===== config.mk =====
export PLATFORM = sky130hd
export DESIGN_NAME = bcd_disp_conv
export DESIGN_NICKNAME = d
export VERILOG_FILES = /design/src/rtl/bcd_disp_conv.sv
export SDC_FILE = /design/constraint.sdc
export NUM_CORES = 1
export LEC_CHECK = 0
export BUFFER_PORTS_ARGS = -buffer_cell sky130_fd_sc_hd__buf_2
export CORE_UTILIZATION = 55
export DETAILED_ROUTE_END_ITERATION = 16
export PLACE_DENSITY = 0.82
export SYNTH_ARGS = -nofsm -noshare
export SYNTH_HDL_FRONTEND = slang
export SYNTH_SLANG_ARGS = --single-unit

===== constraint.sdc =====
create_clock -name clk -period 4.5 [get_ports clk]
set_clock_uncertainty 0.05 [all_clocks]
set_input_delay 0.225 -clock clk [delete_from_list [all_inputs] [get_ports clk]]
set_output_delay 0.225 -clock clk [all_outputs]
set_load 0.01 [all_outputs]

===== src/rtl/bcd_disp_conv.sv =====
// bcd_disp_conv
//   Iterative binary-to-BCD converter for the 4-digit 7-segment driver.
//   It accepts an unsigned value over a valid/ready handshake and converts it
//   with shift-add-3 (double dabble), one input bit per clock. When the
//   conversion finishes, it registers four BCD digits and a digit-enable mask.
//   Values above 9999 are shown as four OVF_CODE digits.
//
//   Optional feature macro: LZB_EN (leading-zero blanking on sel).
//
// Parameters
//   IN_W      width of value (4..14)
//   OVF_CODE  nibble written to every digit on overflow
// Ports
//   clk       system clock, rising edge
//   rst_n     asynchronous active-low reset
//   clr       synchronous clear: aborts any conversion, restores reset outputs
//   in_valid  value is valid
//   in_ready  converter idle (combinational from state)
//   value     unsigned binary input
//   num       BCD digits, [15:12] thousands .. [3:0] units
//   sel       digit enable mask, bit i enables num[4i+3:4i]
//   done      one-cycle pulse when num/sel/err update
//   err       last completed conversion overflowed
module bcd_disp_conv #(
  parameter int         IN_W     = 14,
  parameter logic [3:0] OVF_CODE = 4'hE
) (
  input  logic            clk,
  input  logic            rst_n,
  input  logic            clr,
  input  logic            in_valid,
  output logic            in_ready,
  input  logic [IN_W-1:0] value,
  output logic [15:0]     num,
  output logic [3:0]      sel,
  output logic            done,
  output logic            err
);

  localparam logic [1:0] IDLE  = 2'd0;
  localparam logic [1:0] SHIFT = 2'd1;
  localparam logic [1:0] LOAD  = 2'd2;

  localparam int                CNT_W    = $clog2(IN_W);
  localparam logic [CNT_W-1:0]  CNT_LAST = CNT_W'(IN_W - 1);

`ifdef LZB_EN
  localparam logic [3:0] SEL_RST = 4'b0001;
`else
  localparam logic [3:0] SEL_RST = 4'b1111;
`endif

  logic [1:0]      state_reg;
  logic [IN_W-1:0] bin_reg;
  logic [19:0]     bcd_reg;
  logic [CNT_W-1:0] cnt_reg;
  logic            ovf_reg;
  logic [19:0]     bcd_adj;
  logic [31:0]     value_ext;
  logic [3:0]      sel_next;

  assign in_ready  = (state_reg == IDLE);
  assign value_ext = 32'(value);

  // Add-3 correction: any digit >= 5 would become >= 10 after the shift, so
  // it is pre-biased so that the carry propagates into the next digit.
  for (genvar gi = 0; gi < 5; gi++) begin : g_adj
    assign bcd_adj[4*gi +: 4] = (bcd_reg[4*gi +: 4] >= 4'd5)
                              ? bcd_reg[4*gi +: 4] + 4'd3
                              : bcd_reg[4*gi +: 4];
  end

`ifdef LZB_EN
  // Enable every digit from the most significant non-zero one down to the
  // units. The units digit is always enabled so that zero shows as "0".
  logic [3:0] digit_nz;
  for (genvar gi = 0; gi < 4; gi++) begin : g_nz
    assign digit_nz[gi] = |bcd_reg[4*gi +: 4];
  end

  always_comb begin
    sel_next = 4'b0001;
    if (ovf_reg)          sel_next = 4'b1111;
    else if (digit_nz[3]) sel_next = 4'b1111;
    else if (digit_nz[2]) sel_next = 4'b0111;
    else if (digit_nz[1]) sel_next = 4'b0011;
  end
`else
  assign sel_next = 4'b1111;
`endif

  always_ff @(posedge clk or negedge rst_n) begin
    if (!rst_n) begin
      state_reg <= IDLE;
      bin_reg   <= '0;
      bcd_reg   <= '0;
      cnt_reg   <= '0;
      ovf_reg   <= 1'b0;
      num       <= 16'h0000;
      sel       <= SEL_RST;
      done      <= 1'b0;
      err       <= 1'b0;
    end else if (clr) begin
      state_reg <= IDLE;
      cnt_reg   <= '0;
      ovf_reg   <= 1'b0;
      num       <= 16'h0000;
      sel       <= SEL_RST;
      done      <= 1'b0;
      err       <= 1'b0;
    end else begin
      done <= 1'b0;
      case (state_reg)
        IDLE: begin
          if (in_valid) begin
            bin_reg   <= value;
            bcd_reg   <= '0;
            cnt_reg   <= '0;
            ovf_reg   <= (value_ext > 32'd9999);
            state_reg <= SHIFT;
          end
        end
        SHIFT: begin
          // The top bit of the corrected accumulator is shifted out.
          // It is always zero because the input is at most 14 bits wide.
          {bcd_reg, bin_reg} <= {bcd_adj, bin_reg} << 1;
          if (cnt_reg == CNT_LAST) state_reg <= LOAD;
          else                     cnt_reg   <= cnt_reg + 1'b1;
        end
        LOAD: begin
          done      <= 1'b1;
          err       <= ovf_reg;
          num       <= ovf_reg ? {4{OVF_CODE}} : bcd_reg[15:0];
          sel       <= sel_next;
          state_reg <= IDLE;
        end
        default: state_reg <= IDLE;
      endcase
    end
  end

endmodule


* Word-level counts from Yosys, hierarchy flattened *
Index checks and enable logic that the tools add are counted.

word-level totals
  input bits = 18
  register bits = 63
  logic and storage cells = 68

operators by class
  add/sub/neg operators = 6
  equality and inequality tests = 7
  bitwise operators = 1
  reduce and logical (&&, ||, !) cells = 10
  magnitude comparators = 6
  multiplexer cells = 29

operators by type and width
  cell                                                                    number
  16-bit two-way mux                                                      3
  20-bit case mux with 2 select lines                                     1
  4-bit two-way mux                                                       9
  14-bit case mux with 2 select lines                                     1
  4-bit by 3-bit >= comparator with 1-bit output (second input constant)  5
  20-bit two-way mux                                                      1
  4-bit by 2-bit adder with 4-bit output (second input constant)          4
  14-bit greater-than comparator (second input constant)                  1
  14-bit two-way mux                                                      1
  3-bit != test (second input constant)                                   3
  4-bit case mux with 2 select lines                                      1
  2-bit nonzero test                                                      4
  1-bit two-way mux                                                       7
  2-bit two-way mux                                                       3
  3-bit AND reduction                                                     2
  4-bit by 1-bit adder with 4-bit output (second input constant)          1
  4-bit equality test (second input constant)                             1
  2-bit case mux with 2 select lines                                      1
  2-bit AND reduction                                                     2
  3-bit by 2-bit adder with 3-bit output (second input constant)          1
  3-bit two-way mux                                                       1
  3-bit nonzero test                                                      1
  2-bit by 1-bit equality test with 1-bit output (second input constant)  1
  2-bit equality test (second input constant)                             1
  3 further kinds                                                         3

* Longest topological paths before layout *
Gate-level depths: netlist (run 1).

  depth after elaboration = 4
  mapped depth = 6

* Worst setup path after synthesis (run 1) *
OpenSTA, ideal clock, no wires.

  path kind = reg2reg
  from = register state_reg[1]
  to = register bcd_reg[12]
  required time = 4319 ps
  arrival time = 1315 ps
  cell stages (with the launch flop) = 6
  setup slack = 3004 ps
  cell sequence = dfrtp_1 > o21ba_2 > nor2b_1 > buf_2 > buf_2 > o32ai_1

between the ends
  cells in the longest elaborated chain, start to end = 3
  elaborated cells between the ends (all ways) = 6

RTL lines
  element                                                                              RTL line  text
  from (decl)                                                                          53        logic [1:0] state_reg;
  from (signal assigned)                                                               94        state_reg <= IDLE;
  from (signal assigned)                                                               104       state_reg <= IDLE;
  from (signal assigned)                                                               120       state_reg <= SHIFT;
  2-bit by 1-bit equality test with 1-bit output or 2-bit logical NOT (tied branches)  113       case (state_reg)
  2-bit nonzero test (no source line) or 2-bit != test (tied branches)                 n/a
  3-bit AND reduction (no source line)                                                 n/a
  to (signal assigned)                                                                 126       {bcd_reg, bin_reg} <= {bcd_adj, bin_reg} << 1;
  to (decl)                                                                            55        logic [19:0] bcd_reg;

Parallel ways exist; a longest one is shown, timed or not.
A chain may end at the register's enable or synchronous reset.

* Worst setup path in the final report (run 1) *
  from = register state_reg[1]
  to = register bin_reg[1]

between the ends
  cells in the longest elaborated chain, start to end = 3
  elaborated cells between the ends (all ways) = 6

RTL lines
  element                                                                              RTL line  text
  2-bit by 1-bit equality test with 1-bit output or 2-bit logical NOT (tied branches)  113
  2-bit nonzero test (no source line) or 2-bit != test (tied branches)                 n/a
  3-bit AND reduction (no source line)                                                 n/a
  to (signal assigned)                                                                 116       bin_reg <= value;
  to (signal assigned)                                                                 126
  to (decl)                                                                            54        logic [IN_W-1:0] bin_reg;

Parallel ways exist; a longest one is shown, timed or not.

==> results by group, run 1 <==
Status
  – Status: finished with violations
  – Failing checks: hold timing

Route
  – Vias/cell: 5.72
  – Remaining DRCs: 0
  – Routed len/inst: 14.0 µm
  – Starting DRT DRC Count: 104
  – Final ANT Viol Nets: 0
  – DR vias: around 2000
  – First-pass DRT Iterations: 4
  – Overall routed net length: around 5 mm

Synth
  – Post-synthesis cell type count: 41
  – Post-synth EDFFs: 0
  – Syn. warnings: 0
  – Register area share after synthesis: 0.516
  – Syn Std Cell Area: approximately 0.0027 mm²
  – #FFs+latches synth: 55
  – Synth async-reset ratio: 1.00
  – Dominant synthesized flop cell: dfrtp_1
  – Post-synthesis cell count: 275
  – Avg Inst Size Synth: slightly below 10 µm²

Clocking
  – Cts-stage hold buffer count: 0
  – CTS buffer count: 5
  – Clock Tree Root: clkbuf_8
  – Worst-Skew Late Latency: around 0.30 ns
  – Total setup buffers inserted after CTS: 0
  – CTS tree: done
  – H-tree depth: 2
  – Maximum buffer depth of the clock tree: 2
  – Clock-pin transition on the worst setup and hold timing paths: ~0.090 ns
  – TritonCTS Sinks: 55
  – Resized cells post-CTS: 0

Power and ir drop
  – PD cells: ~320 mW/mm²
  – Peak VDD IR: ~230 µV
  – Leak Pwr: between 1 and 1.5 nW

GRT
  – M3 GR Usage: 0.0506
  – M2 GR Usage: 0.363
  – GR peak layer: met2
  – Global Route Usage Sum: 0.218
  – First-pass GRT wire length: 8.74 mm
  – GR Overflow Total: 0
  – Met1 Use GR: 0.291
  – Largest net degree at the start of global routing: 56
  – Vias in the first global route: between 1500 and 2000
  – Antenna violations before repair: 0

Finish
  – Most common cell after layout, fill and taps aside: dfrtp_1
  – Filler instances: a little under 400
  – Synth-to-Final Area Change: 9.56%
  – Highest-count cells in the layout ignoring fill and taps: dfrtp_1 (55), nand2_1 (38), buf_2 (36)
  – Final instance area: 0.00292 mm²
  – Area taken by multi-input logic gates: 0.00116 mm²
  – Net count, final: approximately 330
  – Ant diodes: 0
  – FF/Latch Area: about 0.0014 mm²
  – Ratio of cells with drive above 1 in the final layout: 0.164

Worst setup path
  – CP Launch Type: flop
  – CP Capture Type: flop
  – Reg2reg setup slack: roughly 2.6 ns
  – Biggest fanout along the worst timing path: 29
  – WP data required: 4.67 ns
  – WS Path Type: reg -> reg
  – Arrival time worst endpoint: 2.08 ns

Timing
  – Slew Viols, Final: 0
  – Final critical-path share of the clock period: 0.426
  – Fmax: 522 MHz
  – Setup TNS: 0 ns
  – Worst rel slew slack: 0.410
  – Final hold slack: -0.00604 ns
  – Hold Fails Final Rpt: 28
  – Unrepaired setup endpoints after global routing: no
  – Worst-Margin Slew: 0.884 ns
  – Tmin final: between 1.5 and 2 ns
  – Setup violations, final: 0

Job
  – Max-Cap Viols: 0

Placement
  – Final HPWL DP: 3.50 mm
  – Buffers on Ports: 36
  – Cell Area, Placed: approximately 0.0028 mm²
  – Gpl congestion: about 0.82

Floorplan
  – Io pins: just over 40
  – Die height: between 70 and 80 µm
  – Num rows: 24
  – Initial Utilization: 0.593
  – Core area: between 0.004 and 0.005 mm²
  – Die area: roughly 0.0051 mm²
  – Horiz. Die Dim: 71.7 µm

Hold path
  – Worst Hold Class: in -> async
metrics by stage:
| step | setup WS [ns] | power [mW] | cells | utilization |
|---|---|---|---|---|
| finish | 2.58 | 0.928 | 356 | 0.649 |
| global route | 2.40 | 0.977 | 356 | 0.649 |
| CTS | 2.58 | 0.937 | 356 | 0.649 |
| detailed placement | 2.54 | 0.674 | 349 | 0.630 |
| global placement | 2.60 | 0.668 | 349 | 0.630 |
| floorplan | 3.00 | 0.638 | 278 | - |
final timing paths:
check | cells past startpoint | endpoint | startpoint
worst max-delay path | 5 | bin_reg[1]$_DFFE_PN0P_ | state_reg[1]$_DFFE_PN0P_
worst min-delay path | 2 | num[2]$_DFFE_PN0P_ | rst_n
worst max register to register | 5 | bin_reg[1]$_DFFE_PN0P_ | state_reg[1]$_DFFE_PN0P_
worst min register to register | 2 | bin_reg[0]$_DFFE_PN0P_ | bin_reg[0]$_DFFE_PN0P_
max in group asynchronous | 2 | cnt_reg[3]$_DFFE_PN0P_ | rst_n
min in group clk | 3 | bin_reg[0]$_DFFE_PN0P_ | value[0]
Yosys cell counts, types with 2 or more instances:
master     n  area (µm²)
nand2_1   38         143
xnor2_1    5        43.8
nor2_1    29         109
mux2i_1    4        40.0
a32o_1     4        40.0
a22o_1     4        35.0
nor2b_1    2        12.5
a31oi_1   13        81.3
buf_4      4        30.0
o22ai_1    7        43.8
buf_2      4        20.0
o32ai_1    2        17.5
nand3_1    8        40.0
buf_6      2        22.5
clkbuf_1   7        26.3
nand2b_1   6        37.5
a311oi_1   4        35.0
inv_1      9        33.8
o21ai_0    7        35.0
xor2_1     2        17.5
dfrtp_1   55        1380
a21oi_1   11        55.1
buf_1      2        7.51
ha_1      10         125
nor3_1    17        85.1
o31ai_1    4        30.0
power breakdown:
part	internal (mW)	leakage [nW]	switching [mW]
Clock	0.121	0.0470	0.144
Combinational	0.0448	0.610	0.0722
Sequential	0.524	0.726	0.0220
Total	0.689	1.38	0.239
layer usage:
layer / part of all wire / wire length (µm)
met3: 0.040 / 199
met5: 0 / 0
met1: 0.48 / 2390
met2: 0.47 / 2320
met4: 0.011 / 53
cell type report:
cell class / count / share of cell area
timing repair buffer: 38 / 0.0668
inverter: 10 / 0.0128
clock buffer: 6 / 0.0282
clock inverter: 1 / 0.00171
sequential: 55 / 0.471
tap: 52 / 0.0223
multi-input combinational: 194 / 0.398
worst max-delay path, cell delays in order, from the launching register on:
cell     delay, ns
dfrtp_1       0.45
o21ba_2       0.31
nor2b_2       0.44
buf_4         0.36
nor2_1        0.07
a31oi_1       0.16
cells by family (layout without fill, tap and decap cells):
group | Yosys count | after routing | share of synthesized area
buf+inv | 29 | 55 | 0.0539
compound gates | 60 | 60 | 0.155
flops | 55 | 55 | 0.516
mux | 4 | 4 | 0.0150
fa+ha+maj | 10 | 10 | 0.0469
other cells | 1 | 4 | 0.00141
xor+xnor | 7 | 7 | 0.0230
simple gates | 109 | 109 | 0.189
No activity file was read; power rests on OpenSTA's default activity.
==> inputs of run 2 (changes only) <==
Clock period 4.5 ns to 1.92 ns, I/O delays scaled along.
==> results by group, run 2 (synthesized netlist as in run 1, its figures left out) <==
Route
  – Final ANT Viol Nets: 0
  – Routed len/inst: ~15 µm
  – Starting DRT DRC Count: 139
  – Remaining DRCs: 0
  – Overall routed net length: roughly 5.5 mm
  – First-pass DRT Iterations: 4
  – DR vias: between 2000 and 2500
  – Vias/cell: between 5 and 6

Clocking
  – CTS tree: done
  – Clock Tree Root: clkbuf_8
  – Maximum buffer depth of the clock tree: 2
  – Clock-pin transition on the worst setup and hold timing paths: around 0.09 ns
  – CTS buffer count: 5
  – H-tree depth: 2
  – TritonCTS Sinks: 55
  – Worst-Skew Late Latency: ~0.30 ns

Finish
  – Post-layout util: 0.686
  – Synth-to-Final Area Change: 15.8%
  – Most common cell after layout, fill and taps aside: dfrtp_1
  – Net count, final: between 300 and 400
  – Ratio of cells with drive above 1 in the final layout: 0.168
  – Filler instances: between 300 and 400
  – Final instance area: between 0.003 and 0.004 mm²
  – Ant diodes: 0
  – Highest-count cells in the layout ignoring fill and taps: dfrtp_1 (55), nand2_1 (38), buf_2 (36)
  – Final Non-Filler Cells: between 300 and 400

Timing
  – Tmin final: approximately 1.7 ns
  – Hold Fails Final Rpt: 0
  – Worst-Margin Slew: approximately 0.56 ns
  – Unrepaired setup endpoints after global routing: no
  – Setup violations, final: 0
  – Final hold slack: between 0.009 and 0.01 ns
  – Fmax: 596 MHz
  – Final critical-path share of the clock period: 0.874
  – Worst setup margin: approximately 0.24 ns
  – Setup TNS: 0 ns
  – Slew Viols, Final: 0
  – Worst rel slew slack: 0.629

Power and ir drop
  – Leak Pwr: 1.46 nW
  – PD cells: between 700 and 800 mW/mm²
  – Peak VDD IR: about 520 µV
  – Pwr Total: approximately 2.2 mW

Worst setup path
  – Arrival time worst endpoint: around 1.9 ns
  – WP data required: about 2.1 ns
  – Biggest fanout along the worst timing path: 28
  – CP Launch Type: flop
  – WS Path Type: reg -> reg
  – CP Capture Type: flop

Placement
  – Dpl ws: between 0.15 and 0.2 ns
  – Gpl congestion: 0.834
  – Final HPWL DP: around 3.8 mm
  – Cell Area, Placed: 0.00289 mm²
  – Buffers on Ports: 36
  – Cell total after placement: around 360

GRT
  – First-pass GRT wire length: about 9.7 mm
  – Antenna violations before repair: 0
  – Global Route Usage Sum: 0.243
  – Vias in the first global route: between 2000 and 2500
  – Largest net degree at the start of global routing: 56
  – GR Overflow Total: 0

Floorplan
  – Core area: 0.00450 mm²
  – Die height: around 72 µm
  – Initial Utilization: 0.593
  – Horiz. Die Dim: a little over 70 µm
  – Io pins: around 40
  – Num rows: 24
  – Die area: slightly above 0.005 mm²

Hold path
  – Worst Hold Class: in -> reg

Job
  – Max-Cap Viols: 0

Status
  – Status: complete, no violations
==> run 2: changes by cell type in the layout (fill, tap and decap cells not counted) <==
| cell | before | now |
|---|---|---|
| buf_12 | 0 | 1 |
| nor2b_2 | 1 | 0 |
| clkinv_2 | 1 | 0 |
| dlygate4sd3_1 | 0 | 12 |
| clkbuf_8 | 6 | 5 |
| clkbuf_1 | 0 | 1 |
| nor2b_4 | 1 | 2 |
| buf_4 | 2 | 7 |
==> run 2: area by class of cell <==
type | instances | area (µm²) | share of cell area
inverters | 10 | 37.5 | 0.0121
flip-flops and latches | 55 | 1380 | 0.445
multi-input cells | 194 | 1170 | 0.378
well taps | 52 | 65.1 | 0.0210
repair buffers | 56 | 373 | 0.121
clock buffers | 6 | 72.6 | 0.0235
==> run 2: final timing paths <==
| path | from | end | slack (ns) | cells past startpoint |
|---|---|---|---|---|
| max | state_reg[1]$_DFFE_PN0P_ | bin_reg[1]$_DFFE_PN0P_ | 0.24 | 5 |
| min reg2reg | bin_reg[0]$_DFFE_PN0P_ | bin_reg[0]$_DFFE_PN0P_ | 0.43 | 2 |
| max in group asynchronous | rst_n | bcd_reg[13]$_DFFE_PN0P_ | 1.31 | 3 |
| min in group asynchronous | rst_n | num[2]$_DFFE_PN0P_ | 0.26 | 3 |
| max reg2reg | state_reg[1]$_DFFE_PN0P_ | bin_reg[1]$_DFFE_PN0P_ | 0.24 | 5 |
| min | value[7] | bin_reg[7]$_DFFE_PN0P_ | 0.009 | 3 |
==> run 2: layer usage <==
layer / global-route usage / part of all wire / up-vias
met5: 0 / 0 / -
met4: 0.0915 / 0.017 / 0
met3: 0.0478 / 0.037 / 9
met2: 0.388 / 0.48 / 61
met1: 0.332 / 0.47 / 1019
li1: - / - / 1043
==> run 2: power breakdown <==
group	total, mW	switching, mW	leakage (nW)	internal, mW
registers	1.28	0.0554	0.726	1.23
clock network	0.585	0.341	0.0371	0.244
logic	0.311	0.178	0.699	0.133
==> run 2: what timing repair did <==
item	CTS	global route
endpoints found under the setup margin	0	4
hold buffers	12	0
endpoints found under the hold margin	66	0
setup buffers	0	0
gates resized for setup	0	1
==> run 2: critical path, cell delays in order (launching register included) <==
cell and delay [ns]:
dfrtp_1 0.45, o21ba_2 0.31, nor2b_4 0.26, buf_4 0.31, nor2_1 0.07, a31oi_1 0.15
